$ cat config.mk
export PLATFORM = sky130hd
export DESIGN_NAME = intt_address_generator_flat
export DESIGN_NICKNAME = d
export VERILOG_FILES = /design/src/rtl/intt_address_generator_if.sv /design/src/rtl/intt_address_generator.sv /design/src/flat_wrapper.sv
export SDC_FILE = /design/constraint.sdc
export NUM_CORES = 1
export LEC_CHECK = 0
export ABC_CLOCK_PERIOD_IN_PS = 4500
export BUFFER_PORTS_ARGS = -buffer_cell sky130_fd_sc_hd__buf_4
export CORE_MARGIN = 4
export CORE_UTILIZATION = 55
export DETAILED_ROUTE_END_ITERATION = 8
export GPL_TIMING_DRIVEN = 0
export PLACE_DENSITY = 0.76
export SYNTH_ARGS = -nofsm -noshare
export SYNTH_HDL_FRONTEND = slang
export SYNTH_SLANG_ARGS = --single-unit
$ cat constraint.sdc
create_clock -name clk -period 4.5 [get_ports clk]
set_input_delay 0.225 -clock clk [delete_from_list [all_inputs] [get_ports clk]]
set_output_delay 0.225 -clock clk [all_outputs]
set_load 0.05 [all_outputs]
$ cat src/rtl/intt_address_generator_if.sv
// Purpose : handshake/bus bundle between the INTT address generator and its RAM/butterfly consumer.
// Latency : none, wires only.
// Backpressure: consumer drives en low to hold the generator; write side is a fixed-latency replay.
// Ports   : start/en flow into the generator; busy, done, rd*, pairSel, stageIdx, twIndex, wr* flow out.
interface intt_address_generator_if #(
    parameter int numStages = 8
);
    localparam int SW = (numStages > 1) ? $clog2(numStages) : 1;
    localparam int TW = (numStages > 1) ? numStages - 1 : 1;

    logic                 start;
    logic                 en;
    logic                 busy;
    logic                 done;
    logic [numStages-1:0] rdAddress;
    logic                 rdValid;
    logic                 pairSel;
    logic [SW-1:0]        stageIdx;
    logic [TW-1:0]        twIndex;
    logic [numStages-1:0] wrAddress;
    logic                 wrValid;

    // Generator side
    modport master (
        input  start, en,
        output busy, done, rdAddress, rdValid, pairSel, stageIdx, twIndex,
               wrAddress, wrValid
    );

    // Consumer / controller side
    modport slave (
        output start, en,
        input  busy, done, rdAddress, rdValid, pairSel, stageIdx, twIndex,
               wrAddress, wrValid
    );
endinterface

$ cat src/rtl/intt_address_generator.sv
// Purpose : inverse-NTT (Gentleman-Sande) address sequencer; stride 1 -> N/2, lo/hi read pairs,
//           twiddle index per butterfly, write address = read address replayed after `delay` cycles.
// Latency : first read the cycle after start is accepted; write side trails reads by exactly `delay`.
// Backpressure: en=0 holds the read position (bubble); the write delay line shifts every cycle.
// Ports   : clk, rst (sync, active-high), bus (intt_address_generator_if.master).
// Option  : define INTT_STAGE_DRAIN_EN to drain the delay line at every stage boundary, so the first
//           read of stage s+1 comes delay+1 cycles after the last read of stage s.
module intt_address_generator #(
    parameter int numStages = 8,
    parameter int delay     = 11
) (
    input  logic                      clk,
    input  logic                      rst,
    intt_address_generator_if.master  bus
);
    localparam int SW = (numStages > 1) ? $clog2(numStages) : 1;
    localparam int TW = (numStages > 1) ? numStages - 1 : 1;

    typedef enum logic [1:0] {IDLE, ISSUE, DRAIN, DONE} state_t;

    state_t               state_q;
    logic [SW-1:0]        s_q;
    logic [numStages-1:0] base_q;
    logic [numStages-1:0] j_q;
    logic                 pair_q;
    logic                 pass_end_q;   // last read of the pass has been issued

    logic                 busy_q;
    logic                 done_q;
    logic                 rdValid_q;
    logic [numStages-1:0] rdAddress_q;
    logic                 pairSel_q;
    logic [SW-1:0]        stageIdx_q;
    logic [TW-1:0]        twIndex_q;

    logic [delay-1:0]     dl_vld_q;
    logic [numStages-1:0] dl_adr_q [delay];

    // Current read position; IDLE presents position zero so the start edge can issue directly.
    logic [SW-1:0]        cur_s;
    logic [numStages-1:0] cur_base;
    logic [numStages-1:0] cur_j;
    logic                 cur_pair;

    logic [numStages-1:0] stride;
    logic [numStages-1:0] lo_addr;
    logic [numStages-1:0] hi_addr;
    logic [numStages-1:0] addr_d;
    logic [TW-1:0]        tw_d;
    logic [numStages:0]   base_sum;
    logic [SW-1:0]        s_d;
    logic [numStages-1:0] base_d;
    logic [numStages-1:0] j_d;
    logic                 pair_d;
    logic                 stage_end;
    logic                 last_read;
    logic [delay-1:0]     dl_vld_d;
    logic                 drain_clear;
    logic                 issue_go;

    always_comb begin
        cur_s     = s_q;
        cur_base  = base_q;
        cur_j     = j_q;
        cur_pair  = pair_q;
        if (state_q == IDLE) begin
            cur_s    = '0;
            cur_base = '0;
            cur_j    = '0;
            cur_pair = 1'b0;
        end

        stride   = numStages'(1) << cur_s;
        lo_addr  = cur_base + cur_j;
        hi_addr  = lo_addr + stride;
        addr_d   = cur_pair ? hi_addr : lo_addr;
        tw_d     = TW'(cur_j << (SW'(numStages - 1) - cur_s));
        // Group step of 2^(s+1); the carry-out marks the end of a stage.
        base_sum = {1'b0, cur_base} + {stride, 1'b0};

        s_d       = cur_s;
        base_d    = cur_base;
        j_d       = cur_j;
        pair_d    = ~cur_pair;
        stage_end = 1'b0;
        if (cur_pair) begin
            if (cur_j + numStages'(1) == stride) begin
                j_d    = '0;
                base_d = base_sum[numStages-1:0];
                if (base_sum[numStages]) begin
                    stage_end = 1'b1;
                    s_d       = cur_s + SW'(1);
                end
            end else begin
                j_d = cur_j + numStages'(1);
            end
        end
        last_read = stage_end && (cur_s == SW'(numStages - 1));

        // Delay-line valid bits as they will be after this edge.
        dl_vld_d    = (dl_vld_q << 1) | delay'(rdValid_q);
        drain_clear = ~|dl_vld_d;

        issue_go = bus.en && (((state_q == IDLE) && bus.start) ||
                              (state_q == ISSUE) ||
                              ((state_q == DRAIN) && drain_clear && !pass_end_q));
    end

    always_ff @(posedge clk) begin
        if (rst) begin
            state_q     <= IDLE;
            s_q         <= '0;
            base_q      <= '0;
            j_q         <= '0;
            pair_q      <= 1'b0;
            pass_end_q  <= 1'b0;
            busy_q      <= 1'b0;
            done_q      <= 1'b0;
            rdValid_q   <= 1'b0;
            rdAddress_q <= '0;
            pairSel_q   <= 1'b0;
            stageIdx_q  <= '0;
            twIndex_q   <= '0;
            dl_vld_q    <= '0;
            for (int k = 0; k < delay; k++) dl_adr_q[k] <= '0;
        end else begin
            dl_vld_q    <= dl_vld_d;
            dl_adr_q[0] <= rdValid_q ? rdAddress_q : '0;
            for (int k = 1; k < delay; k++) dl_adr_q[k] <= dl_adr_q[k-1];

            done_q    <= 1'b0;
            rdValid_q <= issue_go;

            unique case (state_q)
                IDLE: begin
                    if (bus.start) begin
                        state_q    <= ISSUE;
                        busy_q     <= 1'b1;
                        pass_end_q <= 1'b0;
                        s_q        <= '0;
                        base_q     <= '0;
                        j_q        <= '0;
                        pair_q     <= 1'b0;
                    end
                end
                ISSUE: begin
`ifdef INTT_STAGE_DRAIN_EN
                    if (issue_go && stage_end) state_q <= DRAIN;
`else
                    if (issue_go && last_read) state_q <= DRAIN;
`endif
                end
                DRAIN: begin
                    if (drain_clear) begin
                        if (pass_end_q) begin
                            state_q <= DONE;
                            done_q  <= 1'b1;
                            busy_q  <= 1'b0;
                        end else begin
                            state_q <= ISSUE;
                        end
                    end
                end
                DONE: begin
                    state_q    <= IDLE;
                    pass_end_q <= 1'b0;
                end
                default: state_q <= IDLE;
            endcase

            // Later assignment wins over the start-time counter clear above.
            if (issue_go) begin
                rdAddress_q <= addr_d;
                pairSel_q   <= cur_pair;
                stageIdx_q  <= cur_s;
                twIndex_q   <= tw_d;
                s_q         <= s_d;
                base_q      <= base_d;
                j_q         <= j_d;
                pair_q      <= pair_d;
                pass_end_q  <= last_read;
            end
        end
    end

    assign bus.busy      = busy_q;
    assign bus.done      = done_q;
    assign bus.rdAddress = rdAddress_q;
    assign bus.rdValid   = rdValid_q;
    assign bus.pairSel   = pairSel_q;
    assign bus.stageIdx  = stageIdx_q;
    assign bus.twIndex   = twIndex_q;
    assign bus.wrAddress = dl_adr_q[delay-1];
    assign bus.wrValid   = dl_vld_q[delay-1];
endmodule

$ cat src/flat_wrapper.sv
// flat-port wrapper written by rule: the top's interface ports become plain ports
module intt_address_generator_flat 
#(
    parameter int numStages = 8,
    parameter int delay     = 11
)
  (clk, rst, bus_start, bus_en, bus_busy, bus_done, bus_rdAddress, bus_rdValid, bus_pairSel, bus_stageIdx, bus_twIndex, bus_wrAddress, bus_wrValid);
  intt_address_generator_if #(.numStages(numStages)) bus_i ();
  input  logic clk;
  input  logic rst;
  input wire logic [$bits(bus_i.start)-1:0] bus_start;
  input wire logic [$bits(bus_i.en)-1:0] bus_en;
  output wire logic [$bits(bus_i.busy)-1:0] bus_busy;
  output wire logic [$bits(bus_i.done)-1:0] bus_done;
  output wire logic [$bits(bus_i.rdAddress)-1:0] bus_rdAddress;
  output wire logic [$bits(bus_i.rdValid)-1:0] bus_rdValid;
  output wire logic [$bits(bus_i.pairSel)-1:0] bus_pairSel;
  output wire logic [$bits(bus_i.stageIdx)-1:0] bus_stageIdx;
  output wire logic [$bits(bus_i.twIndex)-1:0] bus_twIndex;
  output wire logic [$bits(bus_i.wrAddress)-1:0] bus_wrAddress;
  output wire logic [$bits(bus_i.wrValid)-1:0] bus_wrValid;
  assign bus_i.start = bus_start;
  assign bus_i.en = bus_en;
  assign bus_busy = bus_i.busy;
  assign bus_done = bus_i.done;
  assign bus_rdAddress = bus_i.rdAddress;
  assign bus_rdValid = bus_i.rdValid;
  assign bus_pairSel = bus_i.pairSel;
  assign bus_stageIdx = bus_i.stageIdx;
  assign bus_twIndex = bus_i.twIndex;
  assign bus_wrAddress = bus_i.wrAddress;
  assign bus_wrValid = bus_i.wrValid;
  intt_address_generator #(.numStages(numStages), .delay(delay)) u_core (.clk(clk), .rst(rst), .bus(bus_i));
endmodule
==> flow_summary.toml, run 1 <==
[timing]
timing.final.crit_period_ps = 4360
setup_slack_ps = 136
hold_viol_final = 0
timing.final.crit_share = 0.970
setup_viol = 0
max_slew_margin = 0.309
slew_viol_final = 0
finalClockSkew_ps = 10.5
tightest_slew_ps = 1030
maxClockFrequency_mhz = 229

[detailed_routing]
totalWireLength_mm = 16.0
drt-pass1-iter-count = 5
routedWlPerCell_microns = 17.1
ant_nets = 0
vias_per_cell = 5.84
vias = 5462
drtIter0Drc = 521
route.detailed.drc = 0

[synth]
yosysWarningCount = 0
synth_flop_cell = "dfxtp_1"
syn_area_per_cell_sq_um = 8.98
synth_edf_count = 0
synth_nets = 745
yosysSeqAreaShare = 0.443
ys_ff_latch = 144
synth_area_sq_um = 6500
syn_inst = 724
synth.distinct_cells = 73
synthArstFlopShare = 0

[place]
portBuffers = 34
place_area_sq_um = 6940
hpwl_mm = 11.3
gp_congestion = 1.01
pre_cts_slack_ps = -942

[grt]
grt_max_degree = 17
grt_pass1_vias = 4922
overflow = 0
grtUsageTotal = 0.236
grt_pass1_wl_mm = 24.6
antenna_found_initial = 0

[die]
core_sq_um = 11500
initial_core_util = 0.565
die_width_microns = 117
die-area_sq_um = 13600
die_h_microns = 117
ioPinCount = 35
rows = 39

[worst_setup_path]
r2r_end = "u_core.bus.rdAddress[7]$_SDFFE_PP0P_"
critPathMaxFanout = 10
start_kind = "register"
crit_path_end_kind = "register"
r2r_start = "u_core.state_q[1]$_SDFFE_PP0P_"
crit_type = "reg -> reg"
endpoint = "u_core.bus.rdAddress[7]$_SDFFE_PP0P_"
crit_path_start = "u_core.state_q[1]$_SDFFE_PP0P_"
cp.arrival_ps = 4710
r2r_slack_ps = 140
critPathRequiredTime_ps = 4850
rr_worst_depth = 20

[clock_network]
hold_buffers = 0
cts-htree-levels = 4
cts_tree = "done"
clk_latency_ps = 420
cts-root-buf = "clkbuf_16"
numClockSinks = 144
clock_path_buffers = 2
cts_inserted_buffers = 17
path_clk_slew_ps = 60

[power]
irDropWorstVdd_v = 0.000313
p_leak_nw = 2.88
p_total_mw = 3.38
power_density_nw_per_um2 = 440

[outcome]
outcome = "finished, final reports clean"

[final_layout]
final_core_util = 0.668
nFillCells = 911
fin_nets = 801
drive_gt1_frac = 0.166
fin_area_sq_um = 7690
n_antenna_cell = 0
area_growth_pct = 18.3

[min_path]
hold_class = "in -> reg"

[flow_run]
drv_cap = 0
how the worst min path moves through the flow:
stage	start	end	slack (ps)	cells past startpoint
2_1_floorplan	u_core.dl_adr_q[0][2]$_SDFF_PP0_	u_core.dl_adr_q[0][10]$_SDFF_PP0_	410	1
3_3_place_gp	u_core.dl_adr_q[0][55]$_SDFF_PP0_	u_core.dl_adr_q[0][63]$_SDFF_PP0_	420	1
3_5_place_dp	u_core.dl_adr_q[0][63]$_SDFF_PP0_	u_core.dl_adr_q[0][71]$_SDFF_PP0_	420	1
4_1_cts	rst	u_core.state_q[0]$_SDFFE_PP0P_	210	3
5_1_grt	rst	u_core.state_q[0]$_SDFFE_PP0P_	250	3
6_report	rst	u_core.state_q[0]$_SDFFE_PP0P_	230	3
flip-flops by register name, indices dropped and copies added (netlist names):
| register | count |
|---|---|
| u_core.dl_adr_q | 88 |
| u_core.dl_vld_q | 11 |
| u_core.base_q | 8 |
| u_core.bus.rdAddress | 8 |
| u_core.j_q | 8 |
| u_core.bus.twIndex | 7 |
| u_core.bus.stageIdx | 3 |
| u_core.s_q | 3 |
| u_core.state_q | 2 |
| u_core.bus.busy | 1 |
| u_core.bus.done | 1 |
| u_core.bus.pairSel | 1 |
| u_core.bus.rdValid | 1 |
| u_core.pair_q | 1 |
| u_core.pass_end_q | 1 |
layout by cell type (no fill, tap or decap), types with 14 or more instances in the layout:
master     count
dfxtp_1      144
nor2b_1      103
buf_4         47
a21oi_1       45
nor2_1        42
nand2_1       37
clkbuf_1      30
o21ai_0       25
xnor2_1       24
nor3_1        22
nand3_1       19
clkbuf_16     17
inv_1         14
ha_1          14
Yosys cell counts, types with 3 or more instances:
master,n,share of area
dfxtp_1,144,0.44
nor2b_1,106,0.10
a21oi_1,47,0.036
nor2_1,42,0.024
nand2_1,37,0.021
clkbuf_1,31,0.018
o21ai_0,26,0.020
xnor2_1,25,0.034
nor3_1,22,0.017
nand3_1,19,0.015
ha_1,16,0.031
inv_1,16,0.0092
a211oi_1,13,0.015
buf_2,13,0.010
nand2b_1,12,0.012
and2_1,11,0.011
mux2i_1,9,0.014
nand3b_1,9,0.010
buf_4,8,0.0092
a31oi_1,7,0.0067
and3_1,7,0.0067
a22oi_1,6,0.0069
or3_1,6,0.0058
nor3b_1,5,0.0058
nor4_1,5,0.0048
mux2_2,4,0.0069
o22ai_1,4,0.0038
xor2_1,4,0.0054
a311oi_1,3,0.0040
buf_1,3,0.0017
nor4b_2,3,0.0069
o31ai_1,3,0.0035
or2_2,3,0.0029
worst max-delay path: stages, from the launching register on:
cell and delay (ps):
dfxtp_1 360, inv_1 110, ha_4 190, buf_6 140, buf_6 140, buf_4 180, buf_4 190, nor2b_2 280
ha_2 250, inv_1 50, fa_2 370, inv_2 90, a221oi_4 80, o41ai_2 320, a21oi_1 130, xnor2_1 200
ha_1 310, and3_1 180, mux2_2 310, o211ai_1 200, nor3b_2 200
kinds of logic (layout without fill, tap and decap cells):
| family | Yosys count | count (layout) | synth area share |
|---|---|---|---|
| AOI/OAI and AO/OA | 141 | 141 | 0.139 |
| xor gates and xnor gates | 30 | 30 | 0.0416 |
| adders and majority gates | 19 | 19 | 0.0369 |
| buffers and inverters | 71 | 140 | 0.0481 |
| DFF | 144 | 144 | 0.443 |
| muxes | 14 | 14 | 0.0225 |
| and+or+nand+nor | 305 | 305 | 0.269 |
final cells by class:
cell class	count	area, sq um	share of cell area
Buffer	55	288	0.0374
Timing Repair Buffer	37	278	0.0361
Clock buffer	22	464	0.0603
Clock inverter	10	100	0.0130
Multi-Input combinational cell	509	3440	0.447
Inverter	16	60.1	0.00781
Tap cell	143	179	0.0233
Sequential cell	144	2880	0.375
report_power, final:
group | leakage (nW) | switching [mW] | internal, mW
sequential | 1.16 | 0.0346 | 1.32
combinational | 1.46 | 0.485 | 0.214
clock | 0.264 | 0.538 | 0.795
stage by stage:
stage	cells	TNS, ps	hold WS (ps)
floorplan	724	0	414
global route	936	-16.0	246
finish	936	0	234
global placement	901	-17520	416
detailed placement	901	-19200	420
CTS	934	0	209
metal layers:
metal,global-route usage,vias to the layer above,wire [microns],part of all wire
met5,0,-,0,0
met3,0.0710,43,1450,0.090
met4,0.0948,0,393,0.025
met1,0.316,2550,6980,0.44
li1,-,2610,-,-
met2,0.358,259,7150,0.45
timing repair:
| action | in CTS | in global routing |
|---|---|---|
| gates resized for setup | 25 | 18 |
| pin swaps | 1 | 5 |
| cloned | 0 | 0 |
| setup buffers | 1 | 2 |
| endpoints found under the setup margin | 27 | 10 |
No activity file was read; power rests on OpenSTA's default activity.
==> inputs of run 2 (changes only) <==
--- a/config.mk
+++ b/config.mk
@@ -7,6 +7,7 @@
 export LEC_CHECK = 0
 export ABC_CLOCK_PERIOD_IN_PS = 4500
 export BUFFER_PORTS_ARGS = -buffer_cell sky130_fd_sc_hd__buf_4
+export CORE_ASPECT_RATIO = 1.4
 export CORE_MARGIN = 4
 export CORE_UTILIZATION = 55
 export DETAILED_ROUTE_END_ITERATION = 8
==> run 2 against run 1 <==
  * Routed wire length rose by 7.9%
  * Maximum frequency fell by 1.0%
  * Register-to-register slack got worse by 40 ps
  * Total power rose by 2.5%
  * Hold slack improved by 4.5 ps
  * Non-clock buffer count rose by 1
  * Die area rose by 0.19%
  * Design area rose by 0.85%
  * Largest cell class unchanged
  * Core utilization rose by 0.93 points
  * Highest routed layer unchanged
==> flow_summary.toml, run 2 (synthesis results as in run 1) <==
[timing]
max_slew_margin = 0.275
tightest_slew_ps = 1080
setup_slack_ps = 91.4
setup_viol = 0
timing.final.crit_share = 0.980
finalClockSkew_ps = 10.8
timing.final.crit_period_ps = 4410
hold_viol_final = 0
slew_viol_final = 0
maxClockFrequency_mhz = 227
tns_ps = 0

[power]
p_leak_nw = 2.91
p_total_mw = 3.46
irDropWorstVdd_v = 0.000228
power_density_nw_per_um2 = 447

[place]
place_area_sq_um = 6940
portBuffers = 34
gp_congestion = 0.942
hpwl_mm = 12.2
pre_cts_slack_ps = -1160

[final_layout]
final_cell_mix = "dfxtp_1, nor2b_1, buf_4, a21oi_1, nor2_1"
fin_nets = 802
nFillCells = 901
final_core_util = 0.677
top_register = "u_core.dl_adr_q"
layout_commonest_cell = "dfxtp_1"
largest_registers = "u_core.dl_adr_q: 88 flops, u_core.dl_vld_q: 11 flops"
largest_reg_flops = 88
drive_gt1_frac = 0.171
fin_area_sq_um = 7760
area_growth_pct = 19.3
n_antenna_cell = 0

[clock_network]
cts_inserted_buffers = 17
path_clk_slew_ps = 60
hold_buffers = 0
cts_tree = "done"
clock_path_buffers = 2
numClockSinks = 144
cts-htree-levels = 4
cts-root-buf = "clkbuf_16"
clk_latency_ps = 430

[grt]
grt_pass1_wl_mm = 27.1
antenna_found_initial = 0
overflow = 0
grtUsageTotal = 0.256
grt_max_degree = 17
grt_pass1_vias = 5473

[die]
die_h_microns = 137
ioPinCount = 35
die_width_microns = 99.9
core_sq_um = 11500
rows = 46
initial_core_util = 0.568
die-area_sq_um = 13700

[worst_setup_path]
start_kind = "register"
r2r_slack_ps = 90
crit_path_end_kind = "register"
crit_type = "reg -> reg"
cp.arrival_ps = 4710
rr_worst_depth = 23
critPathMaxFanout = 10
critPathRequiredTime_ps = 4810

[detailed_routing]
vias = 5517
totalWireLength_mm = 17.2
drt-pass1-iter-count = 5
route.detailed.drc = 0
drtIter0Drc = 410
vias_per_cell = 5.88
ant_nets = 0
routedWlPerCell_microns = 18.4

[flow_run]
drv_cap = 0

[min_path]
min_path_cells = 3
hold_class = "in -> reg"

[outcome]
outcome = "finished, final reports clean"
[run 2: cell types whose count changed in the layout (fill, tap and decap cells not counted), sizes merged]
cell	change
buf	-1
clkinv	+2
clkbuf	-3
clkinvlp	-2
inv	+5
[run 2: cell type report]
| cell class | count | area, sq um | share of cell area |
|---|---|---|---|
| clock buffers | 17 | 425 | 0.0548 |
| repair buffers | 38 | 285 | 0.0368 |
| multi-input cells | 509 | 3460 | 0.446 |
| inverters | 16 | 60.1 | 0.00774 |
| flip-flops and latches | 144 | 2880 | 0.372 |
| clock inverters | 15 | 169 | 0.0218 |
| well taps | 144 | 180 | 0.0232 |
| plain buffers | 55 | 294 | 0.0379 |
[run 2: power by group]
| part | switching, mW | internal [mW] | total (mW) |
|---|---|---|---|
| Clock | 0.624 | 0.792 | 1.42 |
| Sequential | 0.0320 | 1.32 | 1.35 |
| Combinational | 0.488 | 0.213 | 0.702 |
[run 2: critical path, stage by stage (launching register included)]
cell and delay (ps):
dfxtp_1 360, inv_1 110, ha_4 200, buf_6 140, buf_6 140, clkbuf_4 190, clkbuf_8 190, clkbuf_8 200
nor2b_4 140, ha_4 150, inv_1 50, fa_2 370, inv_2 90, a221oi_4 80, o41ai_2 350, a21oi_1 130
xnor2_1 160, ha_1 340, nor3_2 70, a21oi_1 230, o2bb2ai_2 120, buf_4 170, nor4_4 230, nor3b_2 70
[run 2: through the flow]
stage,hold slack (ps),instances
after floorplan,414,724
after global placement,415,902
after detailed placement,422,902
after CTS,228,937
after global routing,254,938
final,239,938
[run 2: final timing paths]
check / start / end
worst max register to register: u_core.state_q[1]$_SDFFE_PP0P_ / u_core.bus.rdAddress[7]$_SDFFE_PP0P_
worst max-delay path: u_core.state_q[1]$_SDFFE_PP0P_ / u_core.bus.rdAddress[7]$_SDFFE_PP0P_
worst min register to register: u_core.dl_adr_q[0][78]$_SDFF_PP0_ / u_core.dl_adr_q[0][86]$_SDFF_PP0_
worst min-delay path: rst / u_core.state_q[0]$_SDFFE_PP0P_
[run 2: layer usage]
metal / up-vias / track usage / routed length, microns / share of wire
li1: 2623 / - / - / -
met1: 2550 / 0.271 / 6480 / 0.38
met2: 267 / 0.451 / 8660 / 0.50
met3: 77 / 0.0592 / 1170 / 0.068
met4: 0 / 0.162 / 925 / 0.054
met5: - / 0 / 0 / 0
[run 2: repair_timing]
item | in CTS | in global routing
pin swaps | 3 | 5
gates resized for setup | 23 | 24
setup endpoints to repair | 27 | 9
buffers inserted | 3 | 1
